==> config.mk <==
export PLATFORM = sky130hd
export DESIGN_NAME = trap_ctrl
export DESIGN_NICKNAME = d
export VERILOG_FILES = /design/src/rtl/trap_ctrl_pkg.sv /design/src/rtl/trap_ctrl.sv
export SDC_FILE = /design/constraint.sdc
export NUM_CORES = 1
export LEC_CHECK = 0
export CAP_MARGIN = 15
export CORE_AREA = 5 5 145 147
export DETAILED_ROUTE_END_ITERATION = 8
export DIE_AREA = 0 0 150 152
export SLEW_MARGIN = 20
export SYNTH_ARGS = -nofsm -noshare
export SYNTH_HDL_FRONTEND = slang
export SYNTH_SLANG_ARGS = --single-unit
==> constraint.sdc <==
create_clock -name clk -period 2 [get_ports clk]
set_input_delay 0.3 -clock clk [delete_from_list [all_inputs] [get_ports clk]]
set_output_delay 0.3 -clock clk [all_outputs]
set_load 0.01 [all_outputs]
==> src/rtl/trap_ctrl_pkg.sv <==
// trap_ctrl_pkg: CSR widths, addresses, cause codes, mstatus fields and FSM states for trap_ctrl
package trap_ctrl_pkg;
  localparam int CSR_WIDTH = 64;
  localparam int CSR_ADDR_WIDTH = 12;
  localparam int INSTR_MEM_WIDTH = 32;
  localparam logic [CSR_ADDR_WIDTH-1:0] CSR_MSTATUS = 12'h300;
  localparam logic [CSR_ADDR_WIDTH-1:0] CSR_MTVEC = 12'h305;
  localparam logic [CSR_ADDR_WIDTH-1:0] CSR_MEPC = 12'h341;
  localparam logic [CSR_ADDR_WIDTH-1:0] CSR_MCAUSE = 12'h342;
  localparam logic [CSR_WIDTH-1:0] CAUSE_ILLEGAL = 64'd2;
  localparam logic [CSR_WIDTH-1:0] CAUSE_ECALL_M = 64'd11;
  localparam logic [CSR_WIDTH-1:0] CAUSE_IRQ_EXT_M = {1'b1, 59'd0, 4'd11};
  localparam int MSTATUS_MIE = 3;
  localparam int MSTATUS_MPIE = 7;
  localparam int MSTATUS_MPP_LO = 11;
  localparam int MSTATUS_MPP_HI = 12;
  typedef enum logic [2:0] {
    IDLE, T_EPC, T_CAUSE, T_STATUS, T_REDIR, R_STATUS, R_REDIR
  } state_t;
  function automatic logic [CSR_WIDTH-1:0] trap_status(input logic [CSR_WIDTH-1:0] s);
    logic [CSR_WIDTH-1:0] r;
    r = s;
    r[MSTATUS_MPIE] = s[MSTATUS_MIE];
    r[MSTATUS_MIE] = 1'b0;
    r[MSTATUS_MPP_HI:MSTATUS_MPP_LO] = 2'b11;
    return r;
  endfunction
  function automatic logic [CSR_WIDTH-1:0] mret_status(input logic [CSR_WIDTH-1:0] s);
    logic [CSR_WIDTH-1:0] r;
    r = s;
    r[MSTATUS_MIE] = s[MSTATUS_MPIE];
    r[MSTATUS_MPIE] = 1'b1;
    r[MSTATUS_MPP_HI:MSTATUS_MPP_LO] = 2'b00;
    return r;
  endfunction
endpackage

==> src/rtl/trap_ctrl.sv <==
// trap_ctrl: trap-entry/mret sequencer and CSR port arbiter; TRAP_CTRL_IRQ_EN adds the external interrupt path
module trap_ctrl
  import trap_ctrl_pkg::*;
(
  input  logic                       clk,
  input  logic                       rst,
  input  logic                       ecall_i,
  input  logic                       illegal_i,
  input  logic                       mret_i,
`ifdef TRAP_CTRL_IRQ_EN
  input  logic                       irq_i,
`endif
  input  logic [INSTR_MEM_WIDTH-1:0] pc_i,
  input  logic                       cpu_csr_we,
  input  logic [CSR_ADDR_WIDTH-1:0]  cpu_csr_waddr,
  input  logic [CSR_WIDTH-1:0]       cpu_csr_wdata,
  input  logic [CSR_ADDR_WIDTH-1:0]  cpu_csr_raddr,
  output logic [CSR_WIDTH-1:0]       cpu_csr_rdata,
  output logic                       csr_we,
  output logic [CSR_ADDR_WIDTH-1:0]  csr_waddr,
  output logic [CSR_WIDTH-1:0]       csr_wdata,
  output logic [CSR_ADDR_WIDTH-1:0]  csr_raddr,
  input  logic [CSR_WIDTH-1:0]       csr_rdata,
  output logic                       stall_o,
  output logic                       redirect_valid_o,
  output logic [INSTR_MEM_WIDTH-1:0] redirect_pc_o
);
  state_t state, state_n;
  logic [INSTR_MEM_WIDTH-1:0] pc_q;
  logic [CSR_WIDTH-1:0] cause_q, cause_n;
  logic idle, irq_evt, trap_evt, any_evt;
`ifdef TRAP_CTRL_IRQ_EN
  logic mie_q;
  assign irq_evt = irq_i & mie_q;
  // Shadow of mstatus.MIE, tracked from every write this block issues to mstatus
  always_ff @(posedge clk or posedge rst)
    if (rst) mie_q <= 1'b0;
    else if (csr_we && csr_waddr == CSR_MSTATUS) mie_q <= csr_wdata[MSTATUS_MIE];
`else
  assign irq_evt = 1'b0;
`endif
  assign idle = state == IDLE;
  assign trap_evt = illegal_i | ecall_i | (irq_evt & ~mret_i);
  assign any_evt = illegal_i | ecall_i | mret_i | irq_evt;
  assign cause_n = illegal_i ? CAUSE_ILLEGAL : ecall_i ? CAUSE_ECALL_M : CAUSE_IRQ_EXT_M;
  // State, trapping PC and cause registers
  always_ff @(posedge clk or posedge rst)
    if (rst) begin
      state <= IDLE;
      pc_q <= '0;
      cause_q <= '0;
    end else begin
      state <= state_n;
      if (idle && trap_evt) begin
        pc_q <= pc_i;
        cause_q <= cause_n;
      end
    end
  // Next-state sequencing; events are only looked at in IDLE
  always_comb begin
    state_n = state;
    case (state)
      IDLE:     state_n = trap_evt ? T_EPC : mret_i ? R_STATUS : IDLE;
      T_EPC:    state_n = T_CAUSE;
      T_CAUSE:  state_n = T_STATUS;
      T_STATUS: state_n = T_REDIR;
      R_STATUS: state_n = R_REDIR;
      default:  state_n = IDLE;
    endcase
  end
  // CSR port mux, stall and redirect; everything held at zero during reset
  always_comb begin
    csr_we = 1'b0;
    csr_waddr = '0;
    csr_wdata = '0;
    csr_raddr = '0;
    cpu_csr_rdata = '0;
    stall_o = 1'b0;
    redirect_valid_o = 1'b0;
    redirect_pc_o = '0;
    if (!rst)
      case (state)
        IDLE: begin
          csr_we = cpu_csr_we & ~any_evt;
          csr_waddr = cpu_csr_waddr;
          csr_wdata = cpu_csr_wdata;
          csr_raddr = cpu_csr_raddr;
          cpu_csr_rdata = csr_rdata;
          stall_o = any_evt;
        end
        T_EPC: begin
          csr_we = 1'b1;
          csr_waddr = CSR_MEPC;
          csr_wdata = CSR_WIDTH'(pc_q);
          stall_o = 1'b1;
        end
        T_CAUSE: begin
          csr_we = 1'b1;
          csr_waddr = CSR_MCAUSE;
          csr_wdata = cause_q;
          stall_o = 1'b1;
        end
        T_STATUS, R_STATUS: begin
          csr_raddr = CSR_MSTATUS;
          csr_we = 1'b1;
          csr_waddr = CSR_MSTATUS;
          csr_wdata = state == T_STATUS ? trap_status(csr_rdata) : mret_status(csr_rdata);
          stall_o = 1'b1;
        end
        T_REDIR, R_REDIR: begin
          csr_raddr = state == T_REDIR ? CSR_MTVEC : CSR_MEPC;
          redirect_valid_o = 1'b1;
          redirect_pc_o = {csr_rdata[INSTR_MEM_WIDTH-1:2], 2'b00};
        end
        default: ;
      endcase
  end
endmodule
==> reports/qor.txt <==
Status: finished, violations left
Violated checks: setup timing
Yosys reg bits: 38
Util after Layout: 52.8%
Top Ports: 377
Vias: 5,810
Commonest non-fill, non-tap cell in the layout: clkdlybuf4s50_1
Worst setup margin: -0.271 ns
Share of layout cells above drive strength 1: 55.7%
Layout Nets: 1,170
Vias in the first global route: 5,705
Max-Cap Viols: 0
Maximum buffer depth of the clock tree: 2
WP data arrival: 1.97 ns
Drt drc: 0
Total power: 13.3 mW
Clock root buffer: clkbuf_16
Wirelength per Cell: 21.3 µm
Crit. End Element: output pin
P per Cell Area: 1280 nW/µm²
Final Hold Fails: 0
Global-route wire length before repair: 34,000 µm
Startpoint Class: flop
Crit path time final: 2.27 ns
Worst reg-to-reg setup slack: -0.04 ns
Dpl cell area: 8580 µm²
Crit path kind: flop to output pin
Final antenna-violating net count: 0
Warnings, synthesis: 0
Setup Skew: 0.00664 ns
Max-slew violations: 0
Placer Congestion: 0.804
CTS Sinks: 38
Clock H-tree levels: 2
Clock Latency Late Sink: 0.28 ns
Post-synthesis sequential area ratio: 24.2%
Hold buffers post-CTS: 0
DIE WIDTH: 150 µm
Max Clock Freq: 0.440 GHz
Post-synth cell types: 40
Congestion Overflow GR: 0
First-pass DRT Iterations: 5
Post-DR vias/cell: 4.63
Largest net degree at the start of global routing: 57
Critical path peak fanout: 6
DIE HEIGHT: 152 µm
Tcrit/Tclk final: 114%
Most frequent cells in the layout: 188 x clkdlybuf4s50_1, 101 x buf_6, 71 x buf_4, 65 x buf_2, 63 x and2_1
Clk slew on worst S/H paths: 0.06 ns
TNS Setup: -24.70 ns
Synth Area per Inst: 8.13 µm²
Initial core utilization: 19.9%
Initial antenna violation count: 5
Final hold slack: 0.393 ns
P_leak: 4.73 nW
PortBufs: 374
Critical Path RT: 1.70 ns
DP HPWL: 17,400 µm
Final Cell Area: 10,400 µm²
Row count: 52
Post-Route WL: 26,700 µm
Async set-reset flop share out of synthesis: 100%
CTS tree: done
Synth Cell Area: 3930 µm²
Area Overhead vs Synth: 165%
Worst IR Drop VDD: 0.614 mV
Count of final setup violators: 184
Hold crit path type: input port to async pin
RSZ-0062 raised after global routing: true
CTS Buf Count: 5
Core Box Area: 19,800 µm²
Gr usage total: 18.9%
Syn Inst Count: 484
Die area: 22,800 µm²
Commonest register cell after synthesis: dfrtp_1
1st-iter DRT viols: 206
Post-synth EDFFs: 0
worst max-delay path, cell delays in order, from the launching register on:
cell       delay, ns
dfrtp_2         0.45
or2_4           0.28
nor3_4          0.19
buf_6           0.14
buf_8           0.13
clkbuf_16       0.16
buf_12          0.10
and2_1          0.11
buf_2           0.12
where the power goes:
| part | internal (mW) | switching [mW] |
|---|---|---|
| registers | 1.16 | 0.252 |
| clock network | 0.616 | 0.309 |
| logic | 6.21 | 4.80 |
| total | 7.98 | 5.36 |
sequential cells by signal, summed over array words and instances (netlist names):
register and cells:
state 3, pc_q 32, cause_q 3
cell families after synthesis:
group,synth area share (%)
mux,18.0
xor+xnor,0.223
simple gates,28.6
buf+inv,7.29
other cells,0.0954
flops,24.2
compound gates,21.7
per-stage QoR:
stage	cells	setup WS, ns
6_report	1254	-0.271
5_1_grt	1254	-0.341
4_1_cts	1197	-0.434
3_5_place_dp	1156	-0.465
3_3_place_gp	1156	-0.481
2_1_floorplan	485	0.239
synthesized netlist by cell type, types with 2 or more instances:
library cell / number / share of area (%)
a211oi_1: 3 / 0.57
a21o_1: 2 / 0.38
a21oi_1: 34 / 4.3
a31oi_1: 2 / 0.32
a32oi_1: 57 / 13
and2_1: 109 / 17
buf_1: 4 / 0.38
buf_2: 18 / 2.3
buf_4: 6 / 1.1
buf_6: 3 / 0.86
clkbuf_1: 25 / 2.4
dfrtp_1: 38 / 24
mux2_1: 27 / 7.7
mux2_2: 34 / 9.7
mux2i_1: 2 / 0.51
nand2_1: 33 / 3.1
nand3_1: 2 / 0.25
nand3b_1: 3 / 0.57
nor2_1: 39 / 3.7
nor2b_1: 8 / 1.3
nor3_1: 3 / 0.38
nor3_4: 2 / 0.83
o21ai_0: 8 / 1.0
o21bai_1: 5 / 0.95
o22ai_1: 2 / 0.32
cell type report:
cell class	count	area, µm²
Inverter	1	3.75
Fill cell	1845	9340
Clock inverter	1	30.0
Antenna cell	4	10.0
Multi-Input combinational cell	389	3440
Timing Repair Buffer	545	5520
Sequential cell	38	955
Tap cell	270	338
Clock buffer	6	139
per-layer routing:
metal  share of wire [%]  routed length (µm)  track usage (%)  vias up
met1                  39               10400             21.5     2767
li1                    -                   -                -     2737
met2                  52               13900             35.0      276
met3                 7.5                2020             4.80       30
met4                 1.6                 431             4.58        0
met5                   0                   0                0        -
worst paths after layout:
| kind | cells past startpoint | startpoint | end |
|---|---|---|---|
| setup / recovery | 8 | state[2]$_DFF_PP0_ | cpu_csr_rdata[20] |
| hold / removal | 4 | rst | pc_q[1]$_DFFE_PP0P_ |
| setup reg to reg | 9 | state[0]$_DFF_PP0_ | pc_q[28]$_DFFE_PP0P_ |
| hold reg to reg | 1 | cause_q[1]$_DFFE_PP0P_ | cause_q[1]$_DFFE_PP0P_ |
| max in group asynchronous | 4 | rst | state[1]$_DFF_PP0_ |
| min in group clk | 1 | cause_q[1]$_DFFE_PP0P_ | cause_q[1]$_DFFE_PP0P_ |
repair_timing:
action	CTS	global route
pin swaps	18	85
endpoints found under the setup margin	215	212
hold endpoints to repair	0	0
gates cloned	5	21
resized for setup	419	525
setup buffers	29	40
Power figures use the tool's default switching activity.
